==> src/rtl/arb_requester.sv <==
// arb_requester: requester-side client of a request/grant arbiter; queues jobs, requests, streams beats while granted.
module arb_requester #(
    parameter int LEN_W      = 4,
    parameter int FIFO_DEPTH = 4,
    parameter int TIMEOUT    = 15
) (
    input  logic             clk_i,
    input  logic             reset_i,
    input  logic             job_valid_i,
    input  logic [LEN_W-1:0] job_len_i,
    output logic             job_ready_o,
    output logic             req_o,
    input  logic             gnt_i,
    output logic             beat_valid_o,
    output logic             beat_last_o,
    output logic             busy_o,
    output logic             timeout_err_o
);
    localparam int AW = $clog2(FIFO_DEPTH);
    localparam int WW = $clog2(TIMEOUT + 1);
    typedef enum logic [1:0] {IDLE, REQ, XFER, REL} state_e;
    state_e           state_q;
    logic [LEN_W-1:0] mem_q [FIFO_DEPTH];
    logic [AW-1:0]    wr_q, rd_q;
    logic [AW:0]      fill_q, fill_d;
    logic [LEN_W-1:0] cnt_q;
    logic [WW-1:0]    wait_q;
    logic             retry_q;
    logic             push, pop, empty;
    assign empty         = fill_q == '0;
    assign job_ready_o   = fill_q != (AW+1)'(FIFO_DEPTH);
    assign push          = job_valid_i & job_ready_o;
    assign pop           = (state_q == IDLE) & !empty;
    assign fill_d        = fill_q + (AW+1)'(push) - (AW+1)'(pop);
    assign req_o         = (state_q == REQ) | (state_q == XFER);
    assign beat_valid_o  = (state_q == XFER) & gnt_i;
    assign beat_last_o   = beat_valid_o & (cnt_q == '0);
    assign busy_o        = (state_q != IDLE) | !empty;
    assign timeout_err_o = (state_q == REQ) & !gnt_i & (wait_q == WW'(TIMEOUT - 1));
    always_ff @(posedge clk_i) begin
        if (push) mem_q[wr_q] <= job_len_i;
    end
    // cnt holds beats-1 of the active job and survives a timeout so the retry reissues it
    always_ff @(posedge clk_i) begin
        if (reset_i) begin
            state_q <= IDLE;
            wr_q    <= '0;
            rd_q    <= '0;
            fill_q  <= '0;
            cnt_q   <= '0;
            wait_q  <= '0;
            retry_q <= 1'b0;
        end else begin
            fill_q <= fill_d;
            if (push) wr_q <= wr_q + AW'(1);
            if (pop) rd_q <= rd_q + AW'(1);
            case (state_q)
                IDLE: if (!empty) begin
                    state_q <= REQ;
                    cnt_q   <= mem_q[rd_q];
                    wait_q  <= '0;
                end
                REQ: if (gnt_i) state_q <= XFER;
                    else if (timeout_err_o) begin
                        state_q <= REL;
                        retry_q <= 1'b1;
                    end else wait_q <= wait_q + WW'(1);
                XFER: if (gnt_i) begin
                    if (cnt_q == '0) state_q <= REL;
                    else cnt_q <= cnt_q - LEN_W'(1);
                end
                REL: begin
                    state_q <= retry_q ? REQ : IDLE;
                    wait_q  <= '0;
                    retry_q <= 1'b0;
                end
            endcase
        end
    end
endmodule

==> config.mk <==
export PLATFORM = sky130hd
export DESIGN_NAME = arb_requester
export DESIGN_NICKNAME = d
export VERILOG_FILES = /design/src/rtl/arb_requester.sv
export SDC_FILE = /design/constraint.sdc
export NUM_CORES = 1
export LEC_CHECK = 0
export BUFFER_PORTS_ARGS = -buffer_cell sky130_fd_sc_hd__buf_2
export CORE_MARGIN = 4
export CORE_UTILIZATION = 45
export CTS_BUF_LIST = sky130_fd_sc_hd__clkbuf_4 sky130_fd_sc_hd__clkbuf_8
export DETAILED_ROUTE_END_ITERATION = 12
export SYNTH_ARGS = -nofsm -noshare
export SYNTH_HDL_FRONTEND = slang
export SYNTH_SLANG_ARGS = --single-unit
==> constraint.sdc <==
create_clock -name clk_i -period 5.75 [get_ports clk_i]
set_input_delay 0.2875 -clock clk_i [delete_from_list [all_inputs] [get_ports clk_i]]
set_output_delay 0.2875 -clock clk_i [all_outputs]
set_load 0.01 [all_outputs]
---- Word-level counts from Yosys, hierarchy flattened ----
Memories as Yosys holds them, arrays and structs flattened. A register that Yosys moved wholly into a read port is not among the register bits.
Index checks and enable logic that the tools add are counted.
storage, ports and cells
  bits in latches ......................... 0
  RAM bits ................................ 16
  bits in read-only memories .............. 0
  memories ................................ 1
  bits in registers ....................... 18
  output and inout bits ................... 6
  input port bits ......................... 8
  logic and storage cells ................. 70
cells by class
  shift operators ......................... 0
  order comparisons ....................... 0
  reduce and logical (&&, ||, !) cells .... 13
  $mul .................................... 0
  $add $sub $neg .......................... 6
  bitwise gates (word level) .............. 8
  divide/modulo/power cells ............... 0
  equal/unequal tests ..................... 13
  multiplexer cells ....................... 22
memories
  memory  words  bits a word  rd ports  clocked after memory_dff  write ports  line  text
  mem_q   4      4            1         1                         1            23    logic [LEN_W-1:0] mem_q [FIFO_DEPTH];
operator list
  cell                 count
  $mux 4               6
  $mux 2               7
  $ne 2x2->1 const B   6
  $pmux 4 s3           1
  $reduce_and 4->1     3
  $pmux 2 s4           1
  $pmux 4 s2           1
  $and 1x1->1          6
  $ne 3x3->1 const B   2
  $reduce_bool 2->1    3
  $mux 1               5
  $add 2x1->2 const B  2
  $add 4x1->4 const B  1
  $eq 2x2->1 const B   2
  $eq 4x4->1 const B   1
  $logic_not 4->1      1
  $sub 4x1->4 const B  1
  $add 3x1->3          1
  $logic_not 3->1      1
  $reduce_and 3->1     1
  $reduce_bool 3->1    1
  $sub 3x1->3          1
  $eq 2x1->1 const B   1
  $logic_not 1->1      2
  4 further kinds      5

---- Logic depth before layout (Yosys ltp) ----
Gate-level depths: netlist (run 1).
  depth after elaboration ................. 6
  gate-level depth with buffers ........... 10
  depth with buffers taken out ............ 10

---- Worst setup path before layout (run 1) ----
OpenSTA, ideal clock, no wires.
  path type ............................... reg2reg
  start ................................... register fill_q[1]
  end ..................................... register fill_q[2]
  buffers on the path ..................... 0
  arrival ................................. 1.949 ns
  data required time ...................... 5.622 ns
  stages on the path, launching flop included .. 10
  period minus slack after synthesis ...... 2.076 ns
  setup slack ............................. 3.674 ns
  setup time .............................. 0.128 ns
  path through ............................ dfxtp_1 -> nor2_1 -> a21boi_1 -> xnor2_1 -> ha_1 -> inv_1 -> fa_1 -> xor2_1 -> xnor2_1 -> nor2_1
between the ends
  cells in the longest elaborated chain, start to end .. 4
  elaborated cells between the ends (all ways) .. 7
  classes of those cells .................. add/sub (2); eq/ne (1); bitwise (2); reduce/logical (2)
ends and longest elaborated chain
  element                                                line    text
  start: declaration                                     25      logic [AW:0] fill_q, fill_d;
  start signal: assignment                               54      fill_q <= fill_d;
  $ne 3x3->1 / $logic_not 3->1 (equally long branches)   31, 30
  $and 1x1->1 / $logic_not 1->1 (equally long branches)  n/a
  $add 3x1->3 / $and 1x1->1 (equally long branches)      34, 33
  $sub 3x1->3 (*)                                        34      assign fill_d = fill_q + (AW+1)'(push) - (AW+1)'(pop);
Mark *: on every way between the ends. The rest lies on a longest branch, timed or not.
A chain may end at the register's enable or synchronous reset.

---- Final worst setup path (run 1) ----
  start ................................... register state_q[0]
  end ..................................... output port busy_o
between the ends
  cells in the longest elaborated chain, start to end .. 2
ends and longest elaborated chain
  element                   line  text
  start: declaration        22    state_e state_q;
  start signal: assignment  73    state_q <= retry_q ? REQ : IDLE;
  $reduce_bool 2->1         38    assign busy_o = (state_q != IDLE) | !empty;
  $or 1x1->1                38
  end: declaration          16    output logic busy_o,
No other way between the ends.

==> flow_summary.yaml, run 1 <==
grt:
  grt_pass1_wl_microns: 5354
  overflow: 0
  antenna_found_initial: 0
  gr-usage-all-layers: 0.1381
  grt_max_degree: 22
  grt_pass1_vias: 1180
yosys:
  yosysWarnings: 0
  ys_top_cells_by_area: "edfxtp_1 28%, dfxtp_1 23%, ha_1 9.4%"
  netlist_area_sq_um: 1728
  synth_fp_nets: 174
  async_flop_share: 0
  synth_cell_types: 40
  synth.avg_cell_area_sq_um: 11.37
  synth_commonest_cells: "20 x dfxtp_1, 16 x edfxtp_1, 16 x nor2_1"
  synth_edf_count: 16
  yosysMostFrequentCell: "dfxtp_1"
  synth_top_cell_by_area: "edfxtp_1"
  ys_seq_area_frac: 0.5098
  ys.flop_type: "dfxtp_1"
  yosys_register_bits: 36
  synth_cells: 152
  synth_top_area_frac: 0.2781
floorplan:
  die_y_microns: 69.97
  placementRows: 22
  dieArea_sq_um: 4895
  core_sq_um: 3689
  die_x_microns: 69.97
  boundaryPins: 14
  initial_utilization: 0.4685
worst_setup_path:
  start_kind: "flip-flop"
  crit_path_frequent_cell: "inv_1"
  cp.arrival_ns: 2.05
  critPathSlowestCell: "nor4b_1"
  crit_family: "simple AND/OR/NAND/NOR gates"
  cp_data_required_time_ns: 5.46
  worst_setup_path_end_kind: "primary output"
  max_stage_delay_ns: 0.81
  path_cells: "inv_1 -> ha_1 -> nor4b_1 -> inv_1 -> buf_2"
  rr_worst_depth: 6
  path_depth: 5
  crit_type: "flip-flop to primary output"
  cp_num_buf_inv: 3
  path_max_fanout: 6
cts:
  cts_root_buf: "clkbuf_8"
  cts.sinks: 36
  cts_setup_buffers: 0
  numCtsBuffers: 5
  clockBufferDepth: 2
  post_cts_resized: 0
  clk_latency_ns: 0.28
  clkTransAtPathRegs_ns: 0.07
  cts_hold_buf: 0
  htree_levels: 2
  cts_tree: "built"
sta:
  max_freq_mhz: 427.8
  rsz0062_at_grt: "no"
  final.min_clock_period_ns: 2.337
  drv_slew: 0
  tightest_slew_ns: 0.9831
  max_slew_margin: 0.3353
  hold_violations: 0
  setup_violations: 0
  setup_tns_ns: 0
  min_period_over_period: 0.4065
  finClkSkew_ns: 0.008607
finish:
  antenna_cells: 0
  drive_gt1_frac: 0.1706
  nNetsFinal: 191
  syn_to_final_growth_pct: 12.96
  fin_util: 0.5292
placement:
  io_buffers: 13
  hpwlAfterDp_microns: 2259
  place_congestion: 0.7186
routing:
  drt-total-wl_microns: 2983
  first_pass_iters: 4
  wire_per_inst_microns: 13.68
  drt_iter0_markers: 91
  route.detailed.drc: 0
  ant_nets: 0
  routed-via-count: 1135
  viasPerCell: 5.206
power:
  ir_drop_mv: 0.2227
  p_per_area_nw_per_um2: 501.1
  total_leakage_power_nw: 0.7340
min_path:
  hold_path_class: "primary input to flip-flop"
  whs_path_depth: 1
run_status:
  status: "complete, no violations"
run:
  cap_violations: 0
sequential cells by signal (all words and copies together) (netlist names), named ones only:
register and flops:
wr_q 2, retry_q 1, rd_q 2, cnt_q 4, state_q 2, fill_q 3
wait_q 4, mem_q 16
cells by family (layout without fill, tap and decap cells):
| logic type | count (synthesis) | count (layout) | synth area share |
|---|---|---|---|
| AND/OR/NAND/NOR | 50 | 50 | 0.1542 |
| multiplexers | 6 | 6 | 0.06372 |
| XOR/XNOR | 7 | 7 | 0.03548 |
| AO/OA/AOI/OAI | 23 | 23 | 0.09560 |
| adder cells (fa/ha/maj) | 14 | 14 | 0.1057 |
| flip-flops | 36 | 36 | 0.5098 |
| buffers and inverters | 16 | 34 | 0.03548 |
layout make-up:
| class | count | area, sq um |
|---|---|---|
| Tap cell | 48 | 60.06 |
| Timing Repair Buffer | 13 | 65.06 |
| Inverter | 13 | 48.80 |
| Sequential cell | 36 | 880.8 |
| Multi-Input combinational cell | 100 | 785.8 |
| Clock buffer | 5 | 68.82 |
| Clock inverter | 3 | 42.54 |
| Fill cell | 357 | 1737 |
per-layer routing:
metal  global-route usage  vias to the layer above  share of wire
met5                    0                        -              0
met4              0.06383                        0          0.020
met3              0.03741                        5          0.035
met2               0.2235                       14           0.48
met1               0.1706                      542           0.46
li1                     -                      574              -
where the power goes:
part	internal, mW	switching, mW
Sequential	0.323	0.0480
Clock	0.128	0.0904
Combinational	0.179	0.209
stage by stage:
stage / setup slack, ns / hold slack, ns / power, mW / instances / area, sq um
2_1_floorplan: 3.674 / 0.3864 / 0.6782 / 152 / 1728
3_3_place_gp: 3.468 / 0.4753 / 0.7515 / 210 / 1841
3_5_place_dp: 3.423 / 0.4948 / 0.7696 / 210 / 1841
4_1_cts: 3.416 / 0.2082 / 0.9881 / 218 / 1952
5_1_grt: 3.039 / 0.2103 / 1.062 / 218 / 1952
6_report: 3.413 / 0.2139 / 0.9781 / 218 / 1952
placed cells by master, fill, tap and decap left out, drive strengths merged, types with 2 or more instances in the layout:
master,Yosys,layout
xnor2,6,6
a211oi,5,5
nand3b,3,3
o21ai,2,2
ha,13,13
dfxtp,20,20
nand3,3,3
clkinv,1,2
buf,0,13
and2,4,4
clkbuf,3,5
nand2b,6,6
mux4,4,4
a21oi,4,4
a31oi,2,2
nor3,5,5
inv,12,12
edfxtp,16,16
mux2i,2,2
nor2b,3,3
nor2,16,16
nand2,4,4
final timing paths:
check	from	to	slack, ns
worst max register to register	state_q[0]	wait_q[2]	3.47
worst min-delay path	job_len_i[2]	mem_q[0][2]	0.21
worst max-delay path	state_q[0]	busy_o	3.41
worst min register to register	cnt_q[1]	cnt_q[1]	0.50
Power figures use the tool's default switching activity.
==> run 2, diff against run 1 <==
--- a/config.mk
+++ b/config.mk
@@ -10,6 +10,7 @@
 export CORE_UTILIZATION = 45
 export CTS_BUF_LIST = sky130_fd_sc_hd__clkbuf_4 sky130_fd_sc_hd__clkbuf_8
 export DETAILED_ROUTE_END_ITERATION = 12
+export PLACE_DENSITY = 0.65
 export SYNTH_ARGS = -nofsm -noshare
 export SYNTH_HDL_FRONTEND = slang
 export SYNTH_SLANG_ARGS = --single-unit
==> constraint.sdc (replaced) <==
create_clock -name clk_i -period 2.05 [get_ports clk_i]
set_input_delay 0.1025 -clock clk_i [delete_from_list [all_inputs] [get_ports clk_i]]
set_output_delay 0.1025 -clock clk_i [all_outputs]
set_load 0.01 [all_outputs]
==> run 2 against run 1 <==
Effect of this change: sequential share of layout area down 1.4 points; utilization increased by 1.9 points; worst setup slack got worse by 3.3 ns; cell area is 3.5% higher; global-route usage down 0.90 points; combinational power grew to 3.5 times the previous value; first-iteration DRC count is 19% lower; sequential cell count is the same; register-to-register slack got worse by 3.3 ns; final cell count up 3.7%; highest routed layer unchanged.
==> flow_summary.yaml, run 2 (synthesis gave the netlist of run 1 again) <==
run_status:
  status: "complete, no violations"
floorplan:
  dieArea_sq_um: 4895
  initial_utilization: 0.4685
  placementRows: 22
  die_x_microns: 69.97
  core_sq_um: 3689
  boundaryPins: 14
  die_y_microns: 69.97
finish:
  fin_area_sq_um: 2021
  final_cells: 226
  fin_util: 0.5478
  nNetsFinal: 200
  top_regs: "mem_q: 16 flops, cnt_q: 4 flops, wait_q: 4 flops"
  largest_reg_flops: 16
  top_register: "mem_q"
  fillerInstances: 334
  drive_gt1_frac: 0.2416
  antenna_cells: 0
  final_common_cell: "dfxtp_1"
  mostFrequentLayoutCells: "19 x dfxtp_1, 16 x nor2_1, 16 x edfxtp_1"
  syn_to_final_growth_pct: 16.94
routing:
  route.detailed.drc: 0
  drt-total-wl_microns: 2949
  wire_per_inst_microns: 13.05
  first_pass_iters: 4
  viasPerCell: 5.243
  routed-via-count: 1185
  drt_iter0_markers: 74
  ant_nets: 0
sta:
  drv_slew: 0
  finClkSkew_ns: 0.007130
  tightest_slew_ns: 0.4745
  finalWorstSetupSlack_ns: 0.1225
  setup_violations: 0
  max_freq_mhz: 518.8
  rsz0062_at_grt: "yes"
  min_period_over_period: 0.9403
  final.min_clock_period_ns: 1.928
  max_slew_margin: 0.6755
  hold_violations: 0
run:
  cap_violations: 0
power:
  finalPower_mw: 2.830
  total_leakage_power_nw: 0.7708
  ir_drop_mv: 0.8232
  p_per_area_nw_per_um2: 1401
placement:
  io_buffers: 13
  place_area_sq_um: 1912
  hpwlAfterDp_microns: 2267
  place_congestion: 0.7641
  pre_cts_ws_ns: -0.01400
  dp.cells: 219
cts:
  cts_root_buf: "clkbuf_8"
  cts_setup_buffers: 0
  cts_tree: "built"
  clockBufferDepth: 2
  htree_levels: 2
  cts.sinks: 36
  cts_hold_buf: 0
  clkTransAtPathRegs_ns: 0.07
  clk_latency_ns: 0.27
  numCtsBuffers: 5
worst_setup_path:
  start_kind: "flip-flop"
  crit_type: "flip-flop to flip-flop"
  rr_worst_depth: 10
  cp_data_required_time_ns: 2.20
  worst_setup_path_end_kind: "flip-flop"
  path_max_fanout: 5
  cp.arrival_ns: 2.08
grt:
  overflow: 0
  grt_max_degree: 22
  antenna_found_initial: 0
  grt_use_met2: 0.2193
  met3_usage: 0.03741
  gr-usage-met1: 0.1581
  grt_pass1_vias: 1149
  grt_pass1_wl_microns: 5057
  grt_busiest_layer: "met2"
  gr-usage-all-layers: 0.1291
min_path:
  whs_path_depth: 1
  hold_path_class: "primary input to flip-flop"
[run 2: per-layer routing]
layer | share of wire | vias to the layer above
met5 | 0 | -
met4 | 0.0098 | 0
met3 | 0.045 | 4
met2 | 0.48 | 27
met1 | 0.46 | 566
li1 | - | 588
[run 2: layout make-up]
class	instances	area (sq um)	area share
Timing Repair Buffer	22	132.6	0.06563
Clock buffer	6	76.32	0.03777
Tap cell	48	60.06	0.02972
Clock inverter	1	5.005	0.002477
Multi-Input combinational cell	100	813.3	0.4025
Inverter	13	48.80	0.02415
Sequential cell	36	884.6	0.4378
[run 2: critical path, cell delays in order (launching register included)]
cell,delay [ns]
dfxtp_4,0.36
inv_1,0.10
ha_4,0.15
o31ai_2,0.08
xnor2_1,0.17
ha_1,0.16
inv_1,0.05
fa_1,0.37
xor2_1,0.19
xnor2_1,0.13
nor2_1,0.05
[run 2: worst paths after layout]
kind / startpoint / endpoint / slack, ns
setup / recovery: state_q[1] / fill_q[2] / 0.12
hold / removal: job_len_i[2] / mem_q[2][2] / 0.04
setup reg to reg: state_q[1] / fill_q[2] / 0.12
hold reg to reg: cnt_q[1] / cnt_q[1] / 0.50
[run 2: what timing repair did]
item	4_1_cts	5_1_grt
pin swaps	0	1
gates resized for setup	1	6
endpoints found under the hold margin	0	0
endpoints found under the setup margin	4	5
[run 2: per-stage QoR]
step | TNS, ns | hold slack (ns)
after CTS | 0 | 0.03798
after global placement | 0 | 0.3129
after floorplan | 0 | 0.2014
after detailed placement | -0.03753 | 0.3185
after global routing | -0.002117 | 0.03509
final | 0 | 0.04500
[run 2: power by group]
part | internal [mW] | leakage, nW | switching, mW
clock | 0.244 | 0.0445 | 0.218
sequential | 0.912 | 0.311 | 0.120
combinational | 0.678 | 0.415 | 0.659
total | 1.83 | 0.771 | 0.996
==> run 3, diff against run 2 <==
--- a/config.mk
+++ b/config.mk
@@ -6,7 +6,7 @@
 export NUM_CORES = 1
 export LEC_CHECK = 0
 export BUFFER_PORTS_ARGS = -buffer_cell sky130_fd_sc_hd__buf_2
-export CORE_MARGIN = 4
+export CORE_MARGIN = 2
 export CORE_UTILIZATION = 45
 export CTS_BUF_LIST = sky130_fd_sc_hd__clkbuf_4 sky130_fd_sc_hd__clkbuf_8
 export DETAILED_ROUTE_END_ITERATION = 12
==> run 3 against run 2 <==
Effect of this change: worst setup slack worse by 0.0030 ns; critical path depth did not move; total power is 6.3% higher; die area decreased by 11%; combinational power about the same; utilization up 1.1 points; first-iteration DRC count down 22%; sequential cell count unchanged; worst hold slack got worse by 0.016 ns; fmax fell by 0.15%; non-clock buffer count up 1; clock power up 34%; critical path type unchanged.
==> flow_summary.yaml, run 3 (synthesis gave the netlist of run 1 again) <==
run_status:
  status: "complete, no violations"
cts:
  clkTransAtPathRegs_ns: 0.07
  cts_hold_buf: 0
  clockBufferDepth: 2
  clk_latency_ns: 0.29
  cts_root_buf: "clkbuf_8"
  cts_tree: "built"
  cts.sinks: 36
  htree_levels: 2
  numCtsBuffers: 5
finish:
  final_common_cell: "dfxtp_1"
  syn_to_final_growth_pct: 19.19
  drive_gt1_frac: 0.2667
  nNetsFinal: 201
  multi_input_area_sq_um: 813.3
  fin_util: 0.5583
  antenna_cells: 0
  top_register: "mem_q"
  largest_reg_flops: 16
  mostFrequentLayoutCells: "18 x dfxtp_1, 16 x nor2_1, 16 x edfxtp_1"
  fillerInstances: 321
  top_regs: "mem_q: 16 flops, cnt_q: 4 flops, wait_q: 4 flops"
  final_cells: 228
  seq_area_sq_um: 885.9
routing:
  ant_nets: 0
  first_pass_iters: 4
  drt-total-wl_microns: 2989
  routed-via-count: 1174
  viasPerCell: 5.149
  wire_per_inst_microns: 13.11
  drt_iter0_markers: 58
  route.detailed.drc: 0
worst_setup_path:
  path_max_fanout: 5
  cp.arrival_ns: 2.10
  cp_data_required_time_ns: 2.22
  start_kind: "flip-flop"
  worst_setup_path_end_kind: "flip-flop"
  crit_type: "flip-flop to flip-flop"
floorplan:
  placementRows: 22
  boundaryPins: 14
  die_x_microns: 65.97
  core_sq_um: 3689
  die_y_microns: 65.97
  dieArea_sq_um: 4351
  initial_utilization: 0.4685
sta:
  setup_violations: 0
  final.min_clock_period_ns: 1.930
  hold_violations: 0
  finClkSkew_ns: 0.009201
  rsz0062_at_grt: "no"
  tightest_slew_ns: 0.4869
  fin_hold_ws_ns: 0.02885
  finalWorstSetupSlack_ns: 0.1195
  max_freq_mhz: 518.0
  setup_tns_ns: 0
  max_slew_margin: 0.6670
  min_period_over_period: 0.9417
  drv_slew: 0
grt:
  antenna_found_initial: 0
  grt_max_degree: 22
  grt_pass1_wl_microns: 5050
  gr-usage-all-layers: 0.1582
  overflow: 0
  grt_pass1_vias: 1122
run:
  cap_violations: 0
power:
  total_leakage_power_nw: 0.7891
  ir_drop_mv: 0.9188
  p_per_area_nw_per_um2: 1460
placement:
  pre_cts_ws_ns: -0.02552
  dp.cells: 219
  io_buffers: 13
  place_congestion: 0.7503
  hpwlAfterDp_microns: 2247
min_path:
  hold_path_class: "primary input to flip-flop"
run 3: cell count changes in the layout (fill, tap and decap cells not counted), sizes merged:
cell	before	now
buf	22	23
bufinv	0	1
run 3: per-stage QoR:
step	power [mW]	cell area [sq um]
after floorplan	1.907	1732
after global placement	2.264	1912
after detailed placement	2.314	1912
after CTS	2.941	2024
after global routing	3.244	2059
final	3.007	2059
run 3: power by group:
group | internal, mW | switching, mW
combinational | 0.695 | 0.656
sequential | 0.914 | 0.124
clock | 0.374 | 0.245
run 3: routing by layer:
metal / track usage / part of all wire
met1: 0.1998 / 0.48
met2: 0.2487 / 0.47
met3: 0.05111 / 0.035
met4: 0.06888 / 0.020
met5: 0 / 0
run 3: final cells by class:
cell class                 count  area share
timing repair buffer          23     0.06804
clock buffer                   6     0.03706
sequential                    36      0.4301
clock inverter                 2     0.01701
tap                           48     0.02916
inverter                      13     0.02369
multi-input combinational    100      0.3949
run 3: path summary, 6_finish.rpt:
path / slack [ns] / from / cells after the start / end
setup reg to reg: 0.12 / state_q[1] / 10 / fill_q[2]
hold reg to reg: 0.49 / cnt_q[1] / 2 / cnt_q[1]
hold / removal: 0.03 / job_len_i[2] / 1 / mem_q[3][2]
setup / recovery: 0.12 / state_q[1] / 10 / fill_q[2]
run 3: what timing repair did:
action,4_1_cts,5_1_grt
gates resized for setup,1,9
endpoints found under the setup margin,3,4
setup buffers,0,1
pin swaps,0,4
run 3: worst max-delay path, stage by stage, from the launching register on:
cell and delay, ns:
dfxtp_4 0.38, inv_2 0.06, ha_4 0.16, o31ai_2 0.07, xnor2_1 0.17, ha_2 0.18
inv_1 0.04, fa_1 0.37, xor2_1 0.18, xnor2_1 0.15, nor2_1 0.05
